`config.mk`:
```
export PLATFORM = sky130hd
export DESIGN_NAME = spi_slave_char_engine_flat
export DESIGN_NICKNAME = d
export VERILOG_FILES = /design/src/rtl/spi_slave_char_engine_if.sv /design/src/rtl/spi_slave_char_engine.sv /design/src/flat_wrapper.sv
export SDC_FILE = /design/constraint.sdc
export NUM_CORES = 1
export LEC_CHECK = 0
export ABC_AREA = 1
export ABC_CLOCK_PERIOD_IN_PS = 2100
export CAP_MARGIN = 25
export CORE_ASPECT_RATIO = 1.2
export CORE_MARGIN = 4
export CORE_UTILIZATION = 48
export CTS_BUF_LIST = sky130_fd_sc_hd__clkbuf_4 sky130_fd_sc_hd__clkbuf_8 sky130_fd_sc_hd__clkbuf_16
export CTS_CLUSTER_DIAMETER = 100
export CTS_CLUSTER_SIZE = 20
export DETAILED_ROUTE_END_ITERATION = 8
export GPL_ROUTABILITY_DRIVEN = 0
export PLACE_DENSITY = 0.79
export SETUP_SLACK_MARGIN = 0.02
export SLEW_MARGIN = 30
export SYNTH_ARGS = -nofsm -noshare
export SYNTH_HDL_FRONTEND = slang
export SYNTH_SLANG_ARGS = --single-unit
```
`constraint.sdc`:
```
create_clock -name pclk -period 2.1 [get_ports pclk]
set_input_delay 0.42 -clock pclk [delete_from_list [all_inputs] [get_ports pclk]]
set_output_delay 0.42 -clock pclk [all_outputs]
set_load 0.1 [all_outputs]
```
`src/rtl/spi_slave_char_engine_if.sv`:
```
// Pin-level SPI bus plus the rx/tx character streams of the SPI slave character engine.
// The slave modport is the engine side; the master modport is the system/VIP side.
interface spi_slave_char_engine_if #(
  parameter int CHAR_LENGTH = 8
);
  logic                   sclk_i;
  logic                   cs_n_i;
  logic                   mosi_i;
  logic                   miso_o;
  logic                   miso_oe_o;
  logic [CHAR_LENGTH-1:0] rx_data_o;
  logic                   rx_valid_o;
  logic                   rx_ready_i;
  logic [CHAR_LENGTH-1:0] tx_data_i;
  logic                   tx_valid_i;
  logic                   tx_ready_o;

  modport slave (
    input  sclk_i, cs_n_i, mosi_i, rx_ready_i, tx_data_i, tx_valid_i,
    output miso_o, miso_oe_o, rx_data_o, rx_valid_o, tx_ready_o
  );

  modport master (
    output sclk_i, cs_n_i, mosi_i, rx_ready_i, tx_data_i, tx_valid_i,
    input  miso_o, miso_oe_o, rx_data_o, rx_valid_o, tx_ready_o
  );
endinterface

```
`src/rtl/spi_slave_char_engine.sv`:
```
// SPI slave character engine: oversamples the SPI bus in the pclk domain, assembles
// mosi characters into an rx FIFO and serialises tx FIFO characters onto miso.
module spi_slave_char_engine #(
  parameter int CHAR_LENGTH  = 8,
  parameter int MAXIMUM_BITS = 1024,
  parameter int RX_DEPTH     = 4,
  parameter int TX_DEPTH     = 2
) (
  input  logic                                pclk,
  input  logic                                preset_n,
  input  logic                                cfg_cpol,
  input  logic                                cfg_cpha,
  input  logic                                cfg_msb_first,
  spi_slave_char_engine_if.slave              bus,
  output logic                                frame_active_o,
  output logic                                frame_done_o,
  output logic [$clog2(MAXIMUM_BITS+1)-1:0]   frame_bits_o,
  output logic                                overrun_o,
  output logic                                underrun_o
);
  localparam int BIW = $clog2(CHAR_LENGTH+1);
  localparam int FBW = $clog2(MAXIMUM_BITS+1);
  localparam int RAW = $clog2(RX_DEPTH);
  localparam int TAW = $clog2(TX_DEPTH);
  localparam logic [BIW-1:0] LAST_IDX = BIW'(CHAR_LENGTH-1);
  localparam logic [BIW-1:0] FULL_CNT = BIW'(CHAR_LENGTH);
  localparam logic [BIW-1:0] BIT_ONE  = 1;
  localparam logic [FBW-1:0] MAX_BITS = FBW'(MAXIMUM_BITS);
  localparam logic [FBW-1:0] FB_ONE   = 1;
  localparam logic [RAW:0]   RX_FULL  = (RAW+1)'(RX_DEPTH);
  localparam logic [RAW:0]   RX_ONE   = 1;
  localparam logic [RAW-1:0] RP_ONE   = 1;
  localparam logic [TAW:0]   TX_FULL  = (TAW+1)'(TX_DEPTH);
  localparam logic [TAW:0]   TX_ONE   = 1;
  localparam logic [TAW-1:0] TP_ONE   = 1;

  typedef enum logic [1:0] {IDLE, ACTIVE, DONE} state_t;
  state_t state;

  logic [1:0] sclk_sync, cs_sync, mosi_sync;
  logic       sclk_q, cs_q;
  logic       cpol_q, cpha_q, msb_q;
  logic [BIW-1:0] bit_idx, tx_cnt;
  logic [CHAR_LENGTH-1:0] rx_shift, tx_shift, rx_push_data;
  logic       rx_push;

  logic [CHAR_LENGTH-1:0] rx_mem [RX_DEPTH];
  logic [RAW-1:0] rx_wr, rx_rd;
  logic [RAW:0]   rx_count;
  logic [CHAR_LENGTH-1:0] tx_mem [TX_DEPTH];
  logic [TAW-1:0] tx_wr, tx_rd;
  logic [TAW:0]   tx_count;

  // The cs_n chain resets to "selected" so a reset landing mid-frame never sees a
  // falling edge; the engine waits for cs_n to go high and fall again.
  always_ff @(posedge pclk) begin
    if (!preset_n) begin
      sclk_sync <= '0;
      cs_sync   <= '0;
      mosi_sync <= '0;
      sclk_q    <= 1'b0;
      cs_q      <= 1'b0;
    end else begin
      sclk_sync <= {sclk_sync[0], bus.sclk_i};
      cs_sync   <= {cs_sync[0], bus.cs_n_i};
      mosi_sync <= {mosi_sync[0], bus.mosi_i};
      sclk_q    <= sclk_sync[1];
      cs_q      <= cs_sync[1];
    end
  end

  logic sclk_rise, sclk_fall, cs_fall, cs_rise, lead_edge, trail_edge;
  logic sample_edge, shift_edge, start_load, reload, tx_empty, tx_pop, tx_push;
  logic rx_pop, rx_wr_en, load_msb, load_bit, next_bit;
  logic [CHAR_LENGTH-1:0] rx_next, load_val, load_rest, next_rest;

  assign sclk_rise   = sclk_sync[1] & ~sclk_q;
  assign sclk_fall   = ~sclk_sync[1] & sclk_q;
  assign cs_fall     = ~cs_sync[1] & cs_q;
  assign cs_rise     = cs_sync[1] & ~cs_q;
  assign lead_edge   = cpol_q ? sclk_fall : sclk_rise;
  assign trail_edge  = cpol_q ? sclk_rise : sclk_fall;
  assign sample_edge = (state == ACTIVE) & (cpha_q ? trail_edge : lead_edge);
  assign shift_edge  = (state == ACTIVE) & ~cs_rise & (cpha_q ? lead_edge : trail_edge);

  assign rx_next = msb_q ? {rx_shift[CHAR_LENGTH-2:0], mosi_sync[1]}
                         : {mosi_sync[1], rx_shift[CHAR_LENGTH-1:1]};

  // Frame start uses the live cfg bits because they are only latched in that cycle.
  assign tx_empty   = (tx_count == '0);
  assign start_load = (state == IDLE) & cs_fall;
  assign reload     = shift_edge & (tx_cnt == FULL_CNT);
  assign tx_pop     = (start_load | reload) & ~tx_empty;
  assign load_msb   = (state == IDLE) ? cfg_msb_first : msb_q;
  assign load_val   = tx_empty ? '0 : tx_mem[tx_rd];
  assign load_bit   = load_msb ? load_val[CHAR_LENGTH-1] : load_val[0];
  assign load_rest  = load_msb ? (load_val << 1) : (load_val >> 1);
  assign next_bit   = msb_q ? tx_shift[CHAR_LENGTH-1] : tx_shift[0];
  assign next_rest  = msb_q ? (tx_shift << 1) : (tx_shift >> 1);

  always_ff @(posedge pclk) begin
    if (!preset_n) begin
      state          <= IDLE;
      cpol_q         <= 1'b0;
      cpha_q         <= 1'b0;
      msb_q          <= 1'b0;
      bit_idx        <= '0;
      tx_cnt         <= '0;
      rx_shift       <= '0;
      tx_shift       <= '0;
      rx_push        <= 1'b0;
      rx_push_data   <= '0;
      bus.miso_o     <= 1'b0;
      bus.miso_oe_o  <= 1'b0;
      frame_active_o <= 1'b0;
      frame_done_o   <= 1'b0;
      frame_bits_o   <= '0;
      underrun_o     <= 1'b0;
    end else begin
      frame_done_o <= 1'b0;
      underrun_o   <= 1'b0;
      rx_push      <= 1'b0;
      case (state)
        IDLE: begin
          if (cs_fall) begin
            state          <= ACTIVE;
            frame_active_o <= 1'b1;
            bus.miso_oe_o  <= 1'b1;
            cpol_q         <= cfg_cpol;
            cpha_q         <= cfg_cpha;
            msb_q          <= cfg_msb_first;
            bit_idx        <= '0;
            frame_bits_o   <= '0;
            underrun_o     <= tx_empty;
            if (!cfg_cpha) begin
              bus.miso_o <= load_bit;
              tx_shift   <= load_rest;
              tx_cnt     <= BIT_ONE;
            end else begin
              tx_shift <= load_val;
              tx_cnt   <= '0;
            end
          end
        end
        ACTIVE: begin
          if (sample_edge) begin
            rx_shift <= rx_next;
            if (frame_bits_o != MAX_BITS) frame_bits_o <= frame_bits_o + FB_ONE;
            if (bit_idx == LAST_IDX) begin
              bit_idx      <= '0;
              rx_push      <= 1'b1;
              rx_push_data <= rx_next;
            end else begin
              bit_idx <= bit_idx + BIT_ONE;
            end
          end
          if (shift_edge) begin
            if (reload) begin
              underrun_o <= tx_empty;
              bus.miso_o <= load_bit;
              tx_shift   <= load_rest;
              tx_cnt     <= BIT_ONE;
            end else begin
              bus.miso_o <= next_bit;
              tx_shift   <= next_rest;
              tx_cnt     <= tx_cnt + BIT_ONE;
            end
          end
          if (cs_rise) begin
            state          <= DONE;
            frame_active_o <= 1'b0;
            frame_done_o   <= 1'b1;
            bus.miso_oe_o  <= 1'b0;
            bus.miso_o     <= 1'b0;
          end
        end
        DONE:    state <= IDLE;
        default: state <= IDLE;
      endcase
    end
  end

  // A pop in the same cycle frees the slot, so a push to a full FIFO still lands.
  assign rx_pop   = bus.rx_valid_o & bus.rx_ready_i;
  assign rx_wr_en = rx_push & ((rx_count != RX_FULL) | rx_pop);

  always_ff @(posedge pclk) begin
    if (!preset_n) begin
      rx_wr     <= '0;
      rx_rd     <= '0;
      rx_count  <= '0;
      overrun_o <= 1'b0;
    end else begin
      overrun_o <= rx_push & ~rx_wr_en;
      if (rx_wr_en) rx_wr <= rx_wr + RP_ONE;
      if (rx_pop)   rx_rd <= rx_rd + RP_ONE;
      if (rx_wr_en & ~rx_pop)      rx_count <= rx_count + RX_ONE;
      else if (~rx_wr_en & rx_pop) rx_count <= rx_count - RX_ONE;
    end
  end

  always_ff @(posedge pclk) begin
    if (rx_wr_en) rx_mem[rx_wr] <= rx_push_data;
  end

  assign bus.rx_valid_o = (rx_count != '0);
  assign bus.rx_data_o  = bus.rx_valid_o ? rx_mem[rx_rd] : '0;

  assign bus.tx_ready_o = (tx_count != TX_FULL) | tx_pop;
  assign tx_push        = bus.tx_valid_i & bus.tx_ready_o;

  always_ff @(posedge pclk) begin
    if (!preset_n) begin
      tx_wr    <= '0;
      tx_rd    <= '0;
      tx_count <= '0;
    end else begin
      if (tx_push) tx_wr <= tx_wr + TP_ONE;
      if (tx_pop)  tx_rd <= tx_rd + TP_ONE;
      if (tx_push & ~tx_pop)      tx_count <= tx_count + TX_ONE;
      else if (~tx_push & tx_pop) tx_count <= tx_count - TX_ONE;
    end
  end

  always_ff @(posedge pclk) begin
    if (tx_push) tx_mem[tx_wr] <= bus.tx_data_i;
  end
endmodule

```
`src/flat_wrapper.sv`:
```
// flat-port wrapper written by rule: the top's interface ports become plain ports
module spi_slave_char_engine_flat 
#(
  parameter int CHAR_LENGTH  = 8,
  parameter int MAXIMUM_BITS = 1024,
  parameter int RX_DEPTH     = 4,
  parameter int TX_DEPTH     = 2
)
  (pclk, preset_n, cfg_cpol, cfg_cpha, cfg_msb_first, frame_active_o, frame_done_o, frame_bits_o, overrun_o, underrun_o, bus_sclk_i, bus_cs_n_i, bus_mosi_i, bus_rx_ready_i, bus_tx_data_i, bus_tx_valid_i, bus_miso_o, bus_miso_oe_o, bus_rx_data_o, bus_rx_valid_o, bus_tx_ready_o);
  spi_slave_char_engine_if #(.CHAR_LENGTH(CHAR_LENGTH)) bus_i ();
  input  logic pclk;
  input  logic preset_n;
  input  logic cfg_cpol;
  input  logic cfg_cpha;
  input  logic cfg_msb_first;
  output logic frame_active_o;
  output logic frame_done_o;
  output logic [$clog2(MAXIMUM_BITS+1)-1:0] frame_bits_o;
  output logic overrun_o;
  output logic underrun_o;
  input wire logic [$bits(bus_i.sclk_i)-1:0] bus_sclk_i;
  input wire logic [$bits(bus_i.cs_n_i)-1:0] bus_cs_n_i;
  input wire logic [$bits(bus_i.mosi_i)-1:0] bus_mosi_i;
  input wire logic [$bits(bus_i.rx_ready_i)-1:0] bus_rx_ready_i;
  input wire logic [$bits(bus_i.tx_data_i)-1:0] bus_tx_data_i;
  input wire logic [$bits(bus_i.tx_valid_i)-1:0] bus_tx_valid_i;
  output wire logic [$bits(bus_i.miso_o)-1:0] bus_miso_o;
  output wire logic [$bits(bus_i.miso_oe_o)-1:0] bus_miso_oe_o;
  output wire logic [$bits(bus_i.rx_data_o)-1:0] bus_rx_data_o;
  output wire logic [$bits(bus_i.rx_valid_o)-1:0] bus_rx_valid_o;
  output wire logic [$bits(bus_i.tx_ready_o)-1:0] bus_tx_ready_o;
  assign bus_i.sclk_i = bus_sclk_i;
  assign bus_i.cs_n_i = bus_cs_n_i;
  assign bus_i.mosi_i = bus_mosi_i;
  assign bus_i.rx_ready_i = bus_rx_ready_i;
  assign bus_i.tx_data_i = bus_tx_data_i;
  assign bus_i.tx_valid_i = bus_tx_valid_i;
  assign bus_miso_o = bus_i.miso_o;
  assign bus_miso_oe_o = bus_i.miso_oe_o;
  assign bus_rx_data_o = bus_i.rx_data_o;
  assign bus_rx_valid_o = bus_i.rx_valid_o;
  assign bus_tx_ready_o = bus_i.tx_ready_o;
  spi_slave_char_engine #(.CHAR_LENGTH(CHAR_LENGTH), .MAXIMUM_BITS(MAXIMUM_BITS), .RX_DEPTH(RX_DEPTH), .TX_DEPTH(TX_DEPTH)) u_core (.pclk(pclk), .preset_n(preset_n), .cfg_cpol(cfg_cpol), .cfg_cpha(cfg_cpha), .cfg_msb_first(cfg_msb_first), .bus(bus_i), .frame_active_o(frame_active_o), .frame_done_o(frame_done_o), .frame_bits_o(frame_bits_o), .overrun_o(overrun_o), .underrun_o(underrun_o));
endmodule
```
**Yosys cells after proc, flatten, opt, wreduce, memory -nomap -nowiden**

Memory sizes are Yosys's and may differ from the RTL's. A register that Yosys moved wholly into a read port is not among the register bits.
Index checks and enable logic that the tools add are counted.

- Input port bits: 18
- Memory bits (writable): 48
- Logic and storage cells: 161
- Output and inout bits: 27
- Memories kept: 2
- Register bits: 73

Memory list:

| memory | depth | bits a word | rd ports | clocked after memory_dff | wr ports | line | text |
|---|---|---|---|---|---|---|---|
| u_core.rx_mem | 4 | 8 | 1 | 1 | 1 | spi_slave_char_engine.sv:47 | `logic [CHAR_LENGTH-1:0] rx_mem [RX_DEPTH];` |
| u_core.tx_mem | 2 | 8 | 1 | 1 | 1 | spi_slave_char_engine.sv:50 | `logic [CHAR_LENGTH-1:0] tx_mem [TX_DEPTH];` |

- Reduce and logical (&&, ||, !) cells: 17
- Bitwise logic cells: 31
- $add $sub $neg: 11
- Multiplexer cells: 60
- Equal/unequal tests: 13

Operators with widths:

| operator | number |
|---|---|
| $mux 8 | 9 |
| $mux 11 | 3 |
| $mux 1 | 26 |
| $mux 4 | 6 |
| $pmux 11 s2 | 1 |
| $and 1x1->1 | 18 |
| $pmux 4 s2 | 2 |
| $pmux 8 s2 | 1 |
| $reduce_and 3->1 | 5 |
| $mux 2 | 6 |
| $add 11x1->11 const B | 1 |
| $ne 11x11->1 const B | 1 |
| $not 1->1 | 10 |
| $add 4x1->4 const B | 2 |
| $ne 2x1->1 const B | 4 |
| $reduce_and 2->1 | 4 |
| $reduce_and 4->1 | 2 |
| $add 2x1->2 const B | 3 |
| $mux 3 | 2 |
| $ne 2x2->1 const B | 3 |
| $pmux 1 s2 | 3 |
| $reduce_bool 2->1 | 3 |
| $eq 4x3->1 const B | 1 |
| $eq 4x4->1 const B | 1 |
| other kinds (11) | 15 |

**Depth between registers and ports, before layout**

- Word-level depth: 14
- Gate-level depth with buffers: 13
- Depth with buffers taken out: 13

**Worst setup path before layout**

Ideal clock, no wire load.

- Path type: reg2out
- From: register u_core.rx_count[0]
- To: output port bus_rx_data_o[0]
- Arrival: 3079 ps
- Buffers on the path: 0
- Stages on the path, launching flop included: 5
- Path slack: -1399 ps
- Data required time: 1680 ps
- Cell sequence: dfxtp_1 > nor2_1 > nand2_1 > clkinv_1 > a21oi_1

- Word-level cells in the longest chain between the ends: 2

Ends and longest elaborated chain:

| what | line | text |
|---|---|---|
| from (decl) | spi_slave_char_engine.sv:49 | `logic [RAW:0] rx_count;` |
| from (signal assigned) | spi_slave_char_engine.sv:197 | `if (rx_wr_en & ~rx_pop) rx_count <= rx_count + RX_ONE;` |
| from (signal assigned) | spi_slave_char_engine.sv:198 | `else if (~rx_wr_en & rx_pop) rx_count <= rx_count - RX_ONE;` |
| $reduce_bool 3->1 | spi_slave_char_engine.sv:206 | `assign bus.rx_valid_o = (rx_count != '0);` |
| named net bus_rx_valid_o | flat_wrapper.sv:30 | `output wire logic [$bits(bus_i.rx_valid_o)-1:0] bus_rx_valid_o;` |
| $mux 8 | spi_slave_char_engine.sv:207 | `assign bus.rx_data_o = bus.rx_valid_o ? rx_mem[rx_rd] : '0;` |
| to (decl) | flat_wrapper.sv:29 | `output wire logic [$bits(bus_i.rx_data_o)-1:0] bus_rx_data_o;` |

The timed path passes the listed nets, and every way through them passes these cells.

**Worst setup path in the final report**

- From: register u_core.cs_sync[1]
- To: output port bus_tx_ready_o

- Word-level cells in the longest chain between the ends: 8
- Elaborated cells on any way between the ends: 11
- Classes of those cells: bitwise (11)

Ends and longest elaborated chain:

| what | line | text |
|---|---|---|
| from (decl) | spi_slave_char_engine.sv:40 | `logic [1:0] sclk_sync, cs_sync, mosi_sync;` |
| from (signal assigned) | spi_slave_char_engine.sv:65 | `cs_sync <= {cs_sync[0], bus.cs_n_i};` |
| $and 1x1->1 | spi_slave_char_engine.sv:80 | `assign cs_rise = cs_sync[1] & ~cs_q;` |
| $not 1->1 | spi_slave_char_engine.sv:84 | `assign shift_edge = (state == ACTIVE) & ~cs_rise & (cpha_q ? lead_edge : trail_edge);` |
| $and 1x1->1 (2 in series) | spi_slave_char_engine.sv:84 |  |
| $and 1x1->1 | spi_slave_char_engine.sv:92 | `assign reload = shift_edge & (tx_cnt == FULL_CNT);` |
| $or 1x1->1 (*) | spi_slave_char_engine.sv:93 | `assign tx_pop = (start_load \| reload) & ~tx_empty;` |
| $and 1x1->1 (*) | spi_slave_char_engine.sv:93 |  |
| $or 1x1->1 (*) | spi_slave_char_engine.sv:209 | `assign bus.tx_ready_o = (tx_count != TX_FULL) \| tx_pop;` |
| to (decl) | flat_wrapper.sv:31 | `output wire logic [$bits(bus_i.tx_ready_o)-1:0] bus_tx_ready_o;` |

Every way passes the cells marked *; elsewhere a longest branch is shown, timed or not.

==> key figures <==
Run status
  – Outcome: complete, no violations

Die
  – Total die area: 13400 sq um
  – Die X: 106 um
  – Area of the core: 11200 sq um
  – FP Rows: 42
  – Die Ht: 126 um
  – Starting Density: 49.8%
  – Ports: 45

Synthesis
  – Number of flops mapped to enable cells by yosys: 48
  – Main synth FF type: dfxtp_1
  – Syn Nets: 714
  – Async set-reset flop share out of synthesis: 0%
  – Cell Area, Synth: 5580 sq um
  – Sequential area share after synthesis: 53.1%
  – Count of cell types in the netlist: 34
  – Synth warnings: 0
  – Cell count after synthesis: 684
  – Yosys reg bits: 124
  – Avg Inst Size Synth: 8.15 sq um

Global route
  – Largest net degree at the start of global routing: 49
  – Grt total ovfl: 0
  – First-pass GRT wire length: 20200 um
  – Number of global-route vias before repair: 4617
  – Initial antenna violation count: 0
  – Gr usage total: 18.6%

Placed design
  – Placed Cells incl. Taps: 883
  – Dpl cell area: 6480 sq um
  – PortBufs: 44
  – Hpwl dp: 8500 um

Timing
  – Min Hold Slack: 0.409 ns
  – Skew final: 0.00766 ns
  – Fmax: 0.504 GHz
  – Post-route minimum period: 1.98 ns
  – Final hold violations: 0
  – Worst-Margin Slew: 0.515 ns
  – Relative slew margins: 65.3%
  – Final slew viol count: 0
  – RSZ-0062 raised after global routing: yes
  – Final setup fails: 0
  – Final period util: 94.4%

Final layout
  – Layout fillers: 917
  – Commonest non-fill, non-tap cells in the layout: nand2_1, nor2_1, inv_1, dfxtp_1, o21ai_0
  – Area delta synth->final: 27.0%
  – Final instance area: 7080 sq um
  – Nets: 778
  – End-of-flow core utilization: 63.3%
  – Final cell count without fillers: 915
  – Share of cells above drive strength 1: 16.4%
  – FF+latch area: 2970 sq um
  – Multi-input logic area: 2380 sq um
  – Most common cell after layout, fill and taps aside: nand2_1
  – N_diodes: 0

Clocking
  – CTS root buffer: clkbuf_16
  – Post-CTS setup buffer count: 0
  – CTS buffer count: 17
  – CTS Hold Bufs: 0
  – Clock transition at path regs: 0.05 ns
  – CTS tree: done
  – Clk sink count: 124
  – Clk Latency, worst-skew pair: 0.40 ns
  – Clk buf depth: 2
  – H-tree depth: 4

Setup path
  – Reg2reg start: u_core.rx_count[0]$_SDFFE_PN0P_
  – Crit start category: register
  – Critical-path maximum fanout: 4
  – Reg2Reg Setup Slack: 0.18 ns
  – Worst r2r dst: u_core.rx_count[1]$_SDFFE_PN0P_
  – Cells on worst reg2reg path: 10
  – CP arrival: 1.56 ns
  – CP Class: reg -> out
  – CP required: 1.68 ns
  – Critical Path End Type: output pin

Job
  – Max-cap violations: 0

Power and ir drop
  – Static Leak: 2.84 nW
  – Power Density: 1030 nW/um^2
  – Power, Total: 0.00728 W
  – VDD IR max: 0.586 mV

Hold path
  – Hold endpoint: u_core.sclk_sync[1]$_SDFF_PN0_
  – Worst hold start: u_core.sclk_sync[0]$_SDFF_PN0_
  – Hold Path Class: reg -> reg
  – Hold depth: 2

Routing
  – # DRC: 0
  – Antenna-violating nets left: 0
  – Initial DRC count: 287
  – Routed vias/inst: 5.13
  – Via count: 4696
  – DR WL/cell: 13.2 um
  – Detailed Routing Iterations Pass 1: 5
  – Routed WL: 12100 um
## repair_timing
item	in CTS	in global routing
gates resized for setup	3	20
setup endpoints to repair	8	11
pin swaps	0	1
## report_power, final
part	switching (W)	internal, W	leakage, nW	total (W)
registers	0.0000931	0.00261	1.14	0.00270
logic	0.00129	0.000644	1.42	0.00193
clock network	0.000997	0.00165	0.278	0.00265
total	0.00238	0.00490	2.84	0.00728
## how the worst max path moves through the flow
stage | start | endpoint | slack [ns] | depth (start not counted)
finish | u_core.cs_sync[1]$_SDFF_PN0_ | bus_tx_ready_o | 0.12 | 6
global route | u_core.tx_cnt[1]$_SDFFE_PN0P_ | u_core.tx_count[1]$_SDFFE_PN0P_ | 0.02 | 13
global placement | bus_rx_ready_i | u_core.rx_count[2]$_SDFFE_PN0P_ | -0.08 | 13
detailed placement | bus_rx_ready_i | u_core.rx_count[2]$_SDFFE_PN0P_ | -0.17 | 13
CTS | register | bus_rx_data_o[0] | 0.07 | 6
floorplan | u_core.tx_cnt[0]$_SDFFE_PN0P_ | u_core.tx_count[1]$_SDFFE_PN0P_ | 0.03 | 13
## cell families (layout without fill, tap and decap cells)
group,Yosys count,in the layout,share of synthesized area (%)
compound gates,133,133,12.1
xor+xnor,9,9,1.41
mux,2,2,0.359
flops,124,124,53.1
simple gates,307,307,23.1
fa+ha+maj,12,12,2.83
buf+inv,97,174,7.02
## registers in the layout (all words and copies together), names as in the netlist, 2 cells and up, named ones only
register / flops
u_core.mosi_sync: 2
u_core.tx_cnt: 4
u_core.rx_count: 3
u_core.tx_mem: 16
u_core.rx_mem: 32
u_core.rx_push_data: 8
u_core.bit_idx: 4
u_core.rx_shift: 8
u_core.cs_sync: 2
u_core.sclk_sync: 2
u_core.rx_wr: 2
u_core.tx_shift: 8
u_core.frame_bits_o: 11
u_core.tx_count: 2
u_core.state: 2
u_core.rx_rd: 2
## cells in the mapped netlist, types with 5 or more instances
cell,count,area [sq um]
dfxtp_1,76,1520
nor3_1,8,40.0
xor2_1,9,78.8
nand2_1,123,462
a21oi_1,55,275
buf_2,5,25.0
nand4_1,9,56.3
ha_1,11,138
nor2_1,116,435
nand3_1,41,205
o21ai_0,72,360
edfxtp_1,48,1440
inv_2,5,18.8
clkbuf_1,12,45.0
inv_1,69,259
## per-layer routing
layer	up-vias	track usage, %	wire length (um)
li1	2377	-	-
met4	0	9.91	365
met2	131	34.3	6530
met3	31	4.40	502
met5	-	0	0
met1	2157	19.2	4660
## through the flow
stage	setup TNS [ns]	setup slack (ns)
floorplan	0	0.0331
global placement	-0.118	-0.0807
detailed placement	-0.334	-0.175
CTS	0	0.0656
global route	0	0.0226
finish	0	0.117
## area by class of cell
cell class,instances,area share [%]
flip-flops and latches,124,42.0
multi-input cells,463,33.7
repair buffers,66,9.65
clock buffers,20,6.33
inverters,76,4.24
well taps,154,2.72
clock inverters,12,1.40
## critical path, cell delays in order, from the launching register on
cell and delay, ns:
dfxtp_1 0.31, inv_1 0.16, nand3_2 0.13, nor2_2 0.17, inv_2 0.09, nand3_4 0.12
buf_12 0.18
Note: power is estimated with default switching activity, not from simulation.
